<file path="src/rtl/pipe_pkg.sv">
// Shared types for the two-entry skid register: state encoding and occupancy width.
// State encoding matches occupancy so occ is a direct decode of the state register.
package pipe_pkg;

  localparam int OCC_W = 2;

  typedef enum logic [OCC_W-1:0] {
    EMPTY = 2'd0,
    ONE   = 2'd1,
    FULL  = 2'd2
  } state_t;

  function automatic logic [OCC_W-1:0] state_occ(input state_t s);
    logic [OCC_W-1:0] v;
    v = '0;
    case (s)
      EMPTY:   v = 2'd0;
      ONE:     v = 2'd1;
      FULL:    v = 2'd2;
      default: v = 2'd0;
    endcase
    return v;
  endfunction

endpackage

</file>
<file path="src/rtl/pipe_dffe.sv">
// Enable register with asynchronous active-high reset to RESET_DATA.
// Latency 1 cycle when enabled; holds otherwise, no flow control of its own.
module pipe_dffe #(
  parameter int               WIDTH      = 32,
  parameter logic [WIDTH-1:0] RESET_DATA = '0
) (
  input  logic             clk,
  input  logic             rst,
  input  logic             i_en,
  input  logic [WIDTH-1:0] i_d,
  output logic [WIDTH-1:0] o_q
);

  logic [WIDTH-1:0] r_q;

  always_ff @(posedge clk or posedge rst) begin
    if (rst) begin
      r_q <= RESET_DATA;
    end else if (i_en) begin
      r_q <= i_d;
    end
  end

  assign o_q = r_q;

endmodule

</file>
<file path="src/rtl/pipe_skid_reg.sv">
// Two-entry pipeline register (main + skid): 1-cycle latency from accept to out_valid.
// in_ready decodes from state only, so upstream never sees a combinational path from out_ready.
module pipe_skid_reg
  import pipe_pkg::*;
#(
  parameter int               WIDTH      = 32,
  parameter logic [WIDTH-1:0] RESET_DATA = '0
) (
  input  logic             clk,
  input  logic             rst,
  input  logic             flush,
  input  logic             in_valid,
  input  logic [WIDTH-1:0] in_data,
  output logic             in_ready,
  output logic             out_valid,
  output logic [WIDTH-1:0] out_data,
  input  logic             out_ready,
  output logic [OCC_W-1:0] occ
);

  state_t           r_state;
  state_t           w_state_nxt;
  logic             w_accept;
  logic             w_pop;
  logic             w_main_en;
  logic             w_skid_en;
  logic             w_main_sel_skid;
  logic [WIDTH-1:0] w_main_d;
  logic [WIDTH-1:0] w_main_q;
  logic [WIDTH-1:0] w_skid_q;

  assign in_ready  = (r_state != FULL);
  assign out_valid = (r_state != EMPTY);
  assign out_data  = w_main_q;
  assign occ       = state_occ(r_state);

  assign w_accept = in_valid & in_ready;
  assign w_pop    = out_valid & out_ready;

  always_ff @(posedge clk or posedge rst) begin
    if (rst) begin
      r_state <= EMPTY;
    end else begin
      r_state <= w_state_nxt;
    end
  end

  // Flush only moves the state; the data registers keep their stale contents.
  always_comb begin
    w_state_nxt     = r_state;
    w_main_en       = 1'b0;
    w_skid_en       = 1'b0;
    w_main_sel_skid = 1'b0;
    if (flush) begin
      w_state_nxt = EMPTY;
    end else begin
      case (r_state)
        EMPTY: begin
          if (w_accept) begin
            w_state_nxt = ONE;
            w_main_en   = 1'b1;
          end
        end
        ONE: begin
          if (w_accept && w_pop) begin
            w_main_en = 1'b1;
          end else if (w_accept) begin
            w_state_nxt = FULL;
            w_skid_en   = 1'b1;
          end else if (w_pop) begin
            w_state_nxt = EMPTY;
          end
        end
        FULL: begin
          if (w_pop) begin
            w_state_nxt     = ONE;
            w_main_en       = 1'b1;
            w_main_sel_skid = 1'b1;
          end
        end
        default: w_state_nxt = EMPTY;
      endcase
    end
  end

  assign w_main_d = w_main_sel_skid ? w_skid_q : in_data;

  pipe_dffe #(
    .WIDTH     (WIDTH),
    .RESET_DATA(RESET_DATA)
  ) u_main (
    .clk (clk),
    .rst (rst),
    .i_en(w_main_en),
    .i_d (w_main_d),
    .o_q (w_main_q)
  );

  pipe_dffe #(
    .WIDTH     (WIDTH),
    .RESET_DATA(RESET_DATA)
  ) u_skid (
    .clk (clk),
    .rst (rst),
    .i_en(w_skid_en),
    .i_d (in_data),
    .o_q (w_skid_q)
  );

endmodule

</file>
<file path="config.mk">
export PLATFORM = sky130hd
export DESIGN_NAME = pipe_skid_reg
export DESIGN_NICKNAME = d
export VERILOG_FILES = /design/src/rtl/pipe_pkg.sv /design/src/rtl/pipe_dffe.sv /design/src/rtl/pipe_skid_reg.sv
export SDC_FILE = /design/constraint.sdc
export NUM_CORES = 1
export LEC_CHECK = 0
export CAP_MARGIN = 20
export CORE_MARGIN = 2
export CORE_UTILIZATION = 24
export DETAILED_ROUTE_END_ITERATION = 12
export SLEW_MARGIN = 40
export SYNTH_ARGS = -nofsm -noshare
export SYNTH_HDL_FRONTEND = slang
export SYNTH_SLANG_ARGS = --single-unit
</file>
<file path="constraint.sdc">
create_clock -name clk -period 2.9 [get_ports clk]
set_clock_uncertainty 0.2 [all_clocks]
set_input_delay 0.58 -clock clk [delete_from_list [all_inputs] [get_ports clk]]
set_output_delay 0.58 -clock clk [all_outputs]
set_load 0.005 [all_outputs]
</file>
* After elaboration in Yosys (flattened, before gate mapping)
Cells that the tools add are included.
Operators by class: eq/ne operators 7, bitwise operators 2, reductions and logical operators 4, mux-type cells 19
Operators with widths (count):
- $mux W32 | 1
- $mux W2 | 6
- $mux W1 | 9
- $ne A3 B3 Y1 const B | 3
- $pmux W2 S3 | 1
- $ne A4 B4 Y1 const B | 1
- $pmux W2 S2 | 1
- $reduce_and A4 Y1 | 1
- $pmux W1 S3 | 1
- $and A1 B1 Y1 | 2
- $eq A2 B1 Y1 const B | 1
- $eq A2 B2 Y1 const B | 1
- $logic_not A2 Y1 | 1
- $ne A2 B2 Y1 const B | 1
- $reduce_bool A2 Y1 | 1
- $logic_and A1 B1 Y1 | 1
Word-level totals: word-level logic and storage cells 35, output and inout port bits 36, register bits after elaboration 66

* Logic depth before layout (Yosys ltp)
Gate-level depths: netlist of the first run.
depth in word-level cells 7, depth in mapped cells 5

* Hierarchy
Synthesis of the first run repeated with hierarchy kept, for this count alone.
Unflattened totals: cell total of the unflattened synthesis 192, area total of the unflattened synthesis 3254.4 sq um
Modules (own cells, without submodules):
- pipe_dffe | times used 2, area each 1348.8 sq um, sequential area each 800.8 sq um, cells an instance 69
- pipe_skid_reg | times used 1, area each 556.8 sq um, sequential area each 50.0 sq um, cells an instance 54

* Worst setup path after synthesis of the first run
No wires, ideal clock.
path kind flip-flop to flip-flop, start register r_state[0], end register u_main.r_q[11], in the netlist u_main.o_q[11], path buffers 1, arrival time 1.684 ns, cell stages (with the launch flop) 6, slack 0.891 ns, setup time 0.125 ns, path through dfrtp_1 -> nand2b_2 -> nor3b_4 -> buf_6 -> mux2_2 -> mux2_2
Between the ends: cells in the longest elaborated chain, start to end 6
Ends and longest elaborated chain:
- start: declaration | RTL line pipe_skid_reg.sv:21 | state_t r_state;
- start signal: assignment | RTL line pipe_skid_reg.sv:44 | r_state <= w_state_nxt;
- $ne A2 B2 Y1 * | RTL line pipe_skid_reg.sv:32 | assign in_ready = (r_state != FULL);
- net in_ready | RTL line pipe_skid_reg.sv:14 | output logic in_ready,
- $and A1 B1 Y1 * | RTL line pipe_skid_reg.sv:37 | assign w_accept = in_valid & in_ready;
- $logic_and A1 B1 Y1 | RTL line pipe_skid_reg.sv:65 | if (w_accept && w_pop) begin
- $mux W1 | RTL line pipe_skid_reg.sv:65
- $pmux W1 S3 * | RTL line pipe_skid_reg.sv:57 | case (r_state)
- $mux W1 * | RTL line pipe_skid_reg.sv:54 | if (flush) begin
- end signal: assignment | RTL line pipe_dffe.sv:20 | r_q <= i_d;
- end: declaration | RTL line pipe_dffe.sv:14 | logic [WIDTH-1:0] r_q;
Mark *: on every way through the listed nets, which the timed path passes. The rest lies on a longest branch. A chain may end at the register's enable or synchronous reset.

* Worst setup path in the final report of the first run
start register r_state[0], end output port occ[1]
Between the ends: cells in the longest elaborated chain, start to end 2
Ends and longest elaborated chain:
- $eq A2 B2 Y1 or $eq A2 B1 Y1 (tied branches) | RTL line pipe_pkg.sv:16 | case (s)
- $pmux W2 S2 * | RTL line pipe_pkg.sv:16
- end: declaration | RTL line pipe_skid_reg.sv:18 | output logic [OCC_W-1:0] occ
Every way passes the cells marked *; elsewhere a longest branch is shown, timed or not.

==> reports/results.txt, run 1 <==
Sum Neg Setup Slack: 0 ns
Clk Latency, worst-skew pair: 0.33 ns
Max clock buf depth: 2
Remaining Overflow, GRT: 0
Setup crit start kind: register
fin. max-slew vios: 0
WHS Path Cells: 1
Worst Setup End Kind: output port
fmax: 430.3 MHz
reg2reg start: r_state[0]$_DFFE_PP0P_
Synthesized Nets: 227
WHS Endpoint: u_skid.o_q[16]$_DFFE_PP0P_
sequential area share after synthesis: 56.24%
nets: 307
r2r worst-path depth: 5
# rows: 40
RSZ-0062 raised after global routing: no
Post-Syn Area: 0.002937 mm2
Avg Synthesized Cell Area: 15.46 um2
reg2reg setup slack: 0.78 ns
drt pass-1 iters: 3
Final Cycle Share: 80.13%
drt total wl: 6322 um
hold path start: u_skid.o_q[16]$_DFFE_PP0P_
dpl cell area: 0.003891 mm2
Final setup viols: 0
hold_buf cts: 0
CTS tree: yes
Detailed Place HPWL: 4028 um
Die Y: 114.6 um
Detailed Route Iter0 Violations: 39
global-route usage over all layers: 10.59%
Yosys cell types: 21
Final GP Congestion: 0.6422
CP arrival: 1.54 ns
worst path buffer plus inverter count: 2
Num CTS Buffers: 9
Clock Tree Root: clkbuf_16
layout cell share with drive strength beyond 1: 43.64%
Syn Inst Count: 190
design area: 0.004197 mm2
Setup CP Type: register to output port
Post-CTS Setup Inserts: 0
Rel. slew slack: 56.74%
width of the chip: 114.6 um
Static Leakage: 1.704 nW
H-Tree Depth: 3
Final Util: 35.08%
DRC viols: 0
vias in the first global route: 1952
PostCTS Resize Cnt: 0
Crit-path slowest cell: clkdlybuf4s50_1
Seq cells post-synth: 66
Starting Density: 24.55%
Hold Path Class: register to register
P per Cell Area: 696.6 mW/mm2
worst flop-to-flop path endpoint: u_main.o_q[2]$_DFFE_PP0P_
n_diodes: 0
Clk pin slew, worst setup/hold paths: 0.05 ns
DR vias/cell: 4.287
Peak VDD IR: 257.2 uV
Final Critical Period: 2.324 ns
core area: 0.01196 mm2
Max Cap Violations: 0
largest net degree at the start of global routing: 39
routed len/inst: 14.98 um
CP peak stage delay: 0.49 ns
Clock Sinks: 66
Hold Fails Final Rpt: 0
Synth warnings: 0
measured slew at the worst slew-check pin: 0.6480 ns
status: completed
via count: 1809
# port buffers: 72
number of I/O pins: 73
Critical Path RT: 2.12 ns
delay-heaviest family, CP: buffers and inverters
antenna viol nets, final: 0
first-pass GRT wire length: 10260 um
die area: 0.01314 mm2
initial antenna violation count: 0
critical path peak fanout: 6
cell-by-cell trace of the critical path: nand2b_2, inv_1, clkdlybuf4s50_1
synthesis-to-finish area growth: 42.91%
==> cells in the mapped netlist <==
| cell | number | area (um2) |
|---|---|---|
| nor2b_1 | 2 | 12.51 |
| a21oi_1 | 1 | 5.000 |
| nand2b_1 | 1 | 6.260 |
| nand2_1 | 2 | 7.510 |
| a21oi_2 | 1 | 8.760 |
| buf_6 | 3 | 33.78 |
| mux2_2 | 91 | 1025 |
| nor3b_2 | 1 | 12.51 |
| o22a_1 | 1 | 8.760 |
| dfrtp_1 | 66 | 1652 |
| nor3_1 | 1 | 5.000 |
| buf_4 | 3 | 22.52 |
| nand2b_2 | 1 | 8.760 |
| mux2_1 | 5 | 56.30 |
| or2_2 | 2 | 12.51 |
| nor2_1 | 1 | 3.750 |
| buf_2 | 3 | 15.01 |
| inv_1 | 2 | 7.510 |
| nand3b_1 | 1 | 7.510 |
| nor3b_4 | 1 | 18.77 |
| o21a_1 | 1 | 7.510 |
==> how the worst max path moves through the flow <==
stage	slack, ns	startpoint	endpoint	cells past startpoint
floorplan	0.47	rst	r_state[0]$_DFFE_PP0P_	1
global placement	0.25	out_ready	u_main.o_q[2]$_DFFE_PP0P_	5
detailed placement	0.26	out_ready	u_main.o_q[22]$_DFFE_PP0P_	6
CTS	0.54	r_state[1]$_DFFE_PP0P_	out_valid	2
global route	0.46	r_state[0]$_DFFE_PP0P_	occ[1]	3
finish	0.58	r_state[0]$_DFFE_PP0P_	occ[1]	3
==> logic make-up (layout without fill, tap and decap cells) <==
family                 Yosys count  after routing  share of synthesized area, %
AO/OA/AOI/OAI                    4              4                         1.023
multiplexers                    96             96                         36.81
flip-flops                      66             66                         56.24
buffers and inverters           11             96                         2.684
AND/OR/NAND/NOR                 13             13                         3.238
==> cells in the final DEF, fill, tap and decap left out <==
cell             instances
nor2b_1                  2
nand2_1                  2
nand2b_2                 1
clkinv_2                 3
nor3_1                   1
clkbuf_16                9
clkbuf_8                 2
buf_12                   5
nor2_1                   1
a21oi_1                  1
nand3b_1                 1
or2_2                    2
o22a_1                   1
clkdlybuf4s50_1         72
clkinvlp_4               1
nand2b_1                 1
o21a_1                   1
mux2_2                  91
inv_2                    1
a21oi_4                  1
dfrtp_1                 66
bufinv_16                1
nor3b_4                  2
inv_1                    1
mux2_1                   5
buf_4                    1
==> routing by layer <==
layer / part of all wire (%) / track usage, % / up-vias / wire (um)
met1: 48 / 13.64 / 906 / 3057
met4: 1.4 / 3.659 / 0 / 86
met2: 43 / 15.35 / 53 / 2741
met3: 6.9 / 5.294 / 9 / 437
li1: - / - / 841 / -
met5: 0 / 0 / - / 0
==> through the flow <==
step | worst slack (ns) | hold WS (ns) | power (mW) | instances
final | 0.5761 | 0.3008 | 2.923 | 422
after global routing | 0.4640 | 0.3154 | 3.102 | 422
after CTS | 0.5436 | 0.3032 | 2.987 | 422
after detailed placement | 0.2645 | 0.2908 | 1.852 | 406
after global placement | 0.2492 | 0.2830 | 1.829 | 406
after floorplan | 0.4652 | 0.2749 | 1.519 | 190
==> sequential cells by signal, summed over array words and instances, names as in the netlist <==
name        cells
r_state         2
u_main.o_q     32
u_skid.o_q     32
==> power by group <==
group	internal (mW)	switching, mW	total, mW
combinational	0.406	0.162	0.568
clock	0.707	0.393	1.10
sequential	1.15	0.110	1.26
==> cell type report <==
type / count / area (um2)
clock buffer: 11 / 252.7
inverter: 2 / 7.507
fill: 1191 / 7765
multi-input combinational: 113 / 1220
sequential: 66 / 1652
clock inverter: 5 / 52.55
timing repair buffer: 78 / 828.3
tap: 147 / 183.9
Note: power is estimated with default switching activity, not from simulation.
==> run 2, diff against run 1 <==
- clock period: 2.9 -> 2.18 ns (I/O delays scaled with it)
==> reports/results.txt, run 2 (synthesis gave the netlist of run 1 again) <==
status: completed (unchanged)
Clk pin slew, worst setup/hold paths: 0.05 ns (about the same)
# rows: 40 (unchanged)
RSZ-0062 raised after global routing: no (unchanged)
Setup crit start kind: register (unchanged)
routed len/inst: 14.05 um (was 14.98 um)
first-pass GRT wire length: 9880 um (was 10260 um)
Clock Power Share: 35.0% (was 37.6%)
hold_buf cts: 0 (unchanged)
synthesis-to-finish area growth: 42.01% (was 42.91%)
Rel. slew slack: 75.54% (was 56.74%)
Peak VDD IR: 471.3 uV (was 257.2 uV)
largest net degree at the start of global routing: 67 (was 39)
CTS tree: yes (unchanged)
global-route usage over all layers: 10.13% (was 10.59%)
fmax: 480.0 MHz
drt total wl: 5930 um (was 6322 um)
Clock Sinks: 66 (unchanged)
Critical Path RT: 1.54 ns (was 2.12 ns)
Detailed Place HPWL: 3716 um (was 4028 um)
Final GP Congestion: 0.6373 (was 0.6422)
Clk Latency, worst-skew pair: 0.33 ns (about the same)
register share of total power: 44.7% (was 42.9%)
Setup CP Type: register to output port (unchanged)
Clock Tree Root: clkbuf_16 (unchanged)
Pint: 2.878 mW (was 2.258 mW)
initial antenna violation count: 0 (unchanged)
Sw Pwr: 0.8472 mW (was 0.6649 mW)
commonest non-fill, non-tap cell in the layout: mux2_2 (unchanged)
fill cell count: 1175 (was 1191)
H-Tree Depth: 3 (unchanged)
Logic pwr share: 20.3% (was 19.4%)
n_diodes: 0 (unchanged)
reg2reg setup slack: 0.19 ns (was 0.78 ns)
CP arrival: 1.45 ns (was 1.54 ns)
DR vias/cell: 4.289 (was 4.287)
nets: 310 (was 307)
most frequent cells in the layout: 91 x mux2_2, 71 x clkdlybuf4s50_1, 65 x dfrtp_1, 9 x clkbuf_16 (was 91 x mux2_2, 72 x clkdlybuf4s50_1, 66 x dfrtp_1, 9 x clkbuf_16)
fin. max-slew vios: 0 (unchanged)
Hold Fails Final Rpt: 0 (unchanged)
vias in the first global route: 2023 (was 1952)
# port buffers: 72 (unchanged)
Num CTS Buffers: 9 (unchanged)
Design Power: 3.726 mW (was 2.923 mW)
number of I/O pins: 73 (unchanged)
switching part of the total: 22.74% (was 22.75%)
WHS: 0.2992 ns (was 0.3008 ns)
Max clock buf depth: 2 (unchanged)
critical path peak fanout: 5 (was 6)
Final Critical Period: 2.084 ns
drt pass-1 iters: 4 (was 3)
antenna viol nets, final: 0 (unchanged)
die area: 0.01314 mm2 (unchanged)
layout cell share with drive strength beyond 1: 43.27% (was 43.64%)
DRC viols: 0 (unchanged)
register area: 0.001653 mm2 (was 0.001652 mm2)
Hold Path Class: register to register (unchanged)
Detailed Route Iter0 Violations: 49 (was 39)
measured slew at the worst slew-check pin: 0.3669 ns (was 0.6480 ns)
core area: 0.01196 mm2 (unchanged)
Final setup viols: 0 (unchanged)
via count: 1810 (was 1809)
multi-input logic area: 0.001225 mm2 (was 0.001220 mm2)
Remaining Overflow, GRT: 0 (unchanged)
width of the chip: 114.6 um (unchanged)
Static Leakage: 1.692 nW (was 1.704 nW)
Worst Setup End Kind: output port (unchanged)
Final Cycle Share: 95.57%
Starting Density: 24.55% (unchanged)
P per Cell Area: 893.4 mW/mm2 (was 696.6 mW/mm2)
Max Cap Violations: 0 (unchanged)
Die Y: 114.6 um (unchanged)
-- run 2: worst max-delay path: stages (launching register included) --
cell	delay [ns]
dfrtp_1	0.35
buf_4	0.13
nor2b_1	0.13
clkdlybuf4s50_1	0.51
-- run 2: stage by stage --
stage | setup TNS, ns | util, % | setup slack (ns) | cells | cell area (um2)
after floorplan | 0 | - | 0.1711 | 190 | 2940
after global placement | -10.90 | 32.65 | -0.1998 | 409 | 3905
final | 0 | 34.86 | 0.09650 | 422 | 4170
after CTS | 0 | 34.81 | 0.01925 | 422 | 4164
after detailed placement | -11.02 | 32.65 | -0.2301 | 409 | 3905
after global routing | 0 | 34.86 | 0.01753 | 422 | 4170
-- run 2: worst paths after layout --
check | to | start | cells after the start
worst max-delay path | occ[0] | r_state[0]$_DFFE_PP0P_ | 3
worst min-delay path | u_skid.o_q[1]$_DFFE_PP0P_ | u_skid.o_q[1]$_DFFE_PP0P_ | 1
worst max register to register | u_main.o_q[1]$_DFFE_PP0P_ | r_state[0]$_DFFE_PP0P_ | 5
worst min register to register | u_skid.o_q[1]$_DFFE_PP0P_ | u_skid.o_q[1]$_DFFE_PP0P_ | 1
max in group asynchronous | u_skid.o_q[12]$_DFFE_PP0P_ | rst | 3
min in group asynchronous | u_main.o_q[23]$_DFFE_PP0P_ | rst | 3
-- run 2: power groups by stage --
stage	Sequential (mW)	Clock [mW]	Combinational (mW)
detailed placement	1.69	0	0.770
global route	1.71	1.41	0.826
CTS	1.67	1.37	0.771
global placement	1.67	0	0.753
floorplan	1.67	0	0.356
finish	1.67	1.31	0.755
-- run 2: final cells by class --
type,instances,area share (%)
Timing Repair Buffer,81,20.07
Multi-Input combinational cell,113,29.37
Inverter,2,0.2700
Tap cell,147,4.410
Clock buffer,13,6.241
Sequential cell,66,39.63
-- run 2: per-layer routing --
| layer | GRT usage, % | wire length, um |
|---|---|---|
| met1 | 12.13 | 2717 |
| met5 | 0 | 0 |
| met4 | 5.366 | 141 |
| met2 | 15.38 | 2692 |
| met3 | 4.341 | 378 |
-- run 2: what timing repair did --
action                     4_1_cts  5_1_grt
cloned                           0        0
setup endpoints to repair        1        2
gates resized for setup          1        2
buffers inserted                 0        0
==> RTL edit, RTL diff (config.mk and constraints of run 1) <==
Make the reset (`rst`) synchronous in 2 clocked blocks. Comments in the files are not updated.
--- a/src/rtl/pipe_dffe.sv
+++ b/src/rtl/pipe_dffe.sv
@@ -15,3 +15,3 @@
 
-  always_ff @(posedge clk or posedge rst) begin
+  always_ff @(posedge clk) begin
     if (rst) begin
--- a/src/rtl/pipe_skid_reg.sv
+++ b/src/rtl/pipe_skid_reg.sv
@@ -39,3 +39,3 @@
 
-  always_ff @(posedge clk or posedge rst) begin
+  always_ff @(posedge clk) begin
     if (rst) begin
Check against the original RTL: differs if rst is asserted again (counterexample within 4 cycles, from zero or initial values and one cycle with rst high); with rst held inactive, the same outputs for 10 cycles.
==> RTL edit against run 1 <==
- synthesized area grew 5.3%
- via count grew 67%
- routed wire length rose by 51%
- total power decreased by 17%
- hold slack got worse by 29 ps
- clock power grew 5%
- sequential cell count did not move
- final area hardly changed
- critical path depth unchanged
- sequential power fell by 23%
- sequential share of layout area fell by 7.9 points
- die area up 5.1%
- worst setup slack worse by 44 ps
==> RTL edit: results (changes against run 1) <==
----------------------------------------------------
[Run status]
  Run status ... complete, no violations

[Setup path]
  Capture point of the worst reg-to-reg path ... u_main.o_q[9]
  Maximum fanout along the worst path ... 11 (+5)
  Register-to-Register Path Depth ... 4 (-1)
  Arrival time at the worst endpoint ... 1590 ps (+50 ps)
  Source of the critical timing path ... r_state[1]
  Reg2Reg Setup Slack ... 990 ps (+210 ps)

[Global route]
  Overall Global Routing Usage ... 13.5% (+2.9 points)
  Vias in the first global route ... 2,826 (+45%)
  Maximum number of pins on one net before global-route repair ... 65 (+67%)
  Global-route wire length before repair ... 15,100 um (+47%)

[Place]
  Placed cell area ... 0.00387 mm^2 (-0.48%)
  Final GP Congestion ... 0.728 (+13%)
  DP Wirelength ... 5600 um (+39%)

[Synth]
  Area fraction in compound gates after synthesis ... 29.5% (+28 points)
  Sequential-to-total area share from yosys stat ... 42.7% (-14 points)
  Proportion of synthesized area in mux cells ... 10.7% (-26 points)
  Synthesized netlist net count ... 363 (+60%)
  Main area contributors after synthesis ... sky130_fd_sc_hd__dfxtp_1 43%, sky130_fd_sc_hd__a311oi_1 18%, sky130_fd_sc_hd__mux2i_1 11%, sky130_fd_sc_hd__a21oi_1 5.3%, sky130_fd_sc_hd__nand3_1 5.2%
  Distinct cell type count of the synthesized netlist ... 24 (+14%)
  Cell count after synthesis ... 326 (+72%)

[Routing]
  DRT iter0 DRCs ... 167 (+330%)
  Average routed wire per standard cell ... 17.3 um (+16%)
  Pre-antenna DRT Iters ... 4 (+1)

[Hold path]
  Number of instances on the worst hold path ... 2 (+1)
  Hold Path Origin ... u_skid.o_q[19]

[Power and ir drop]
  Comb power frac ... 12.6% (-6.8 points)
  Clock Power Share ... 47.6% (+10 points)
  Leakage ... 1.28 nW (-25%)
  Cell internal pwr ... 0.00186 W (-18%)

[Timing]
  Hold WS ... 272 ps (-29.2 ps)
  Slew Limit Headroom ... 57.8% (+1.1 points)

[Layout]
  Fill cell count ... 1,302 (+9.3%)
  Number of nets in the final layout ... 413 (+35%)

----------------------------------------------------
-- RTL edit: cell types whose count changed in the layout (fill, tap and decap cells not counted), sizes merged, moves of 3 or more --
cell	change
nand3	+32
mux2	-96
dfrtp	-66
o21ai	+32
nor2	+3
clkinv	-3
a311oi	+64
dfxtp	+66
a21oi	+31
buf	+7
mux2i	+33
-- RTL edit: layout make-up --
| cell class | count | area [um^2] | share of cell area [%] |
|---|---|---|---|
| inverters | 3 | 11.3 | 0.268 |
| clock inverters | 3 | 45.0 | 1.07 |
| multi-input cells | 212 | 1510 | 35.9 |
| well taps | 172 | 215 | 5.12 |
| clock buffers | 13 | 280 | 6.67 |
| repair buffers | 84 | 821 | 19.5 |
| flip-flops and latches | 66 | 1320 | 31.5 |
-- RTL edit: metal layers --
metal	up-vias	global-route usage (%)	part of all wire (%)
met5	-	0	0
met4	0	6.55	1.8
met3	14	2.86	6.2
met2	131	20.4	45
met1	1490	18.4	47
li1	1380	-	-
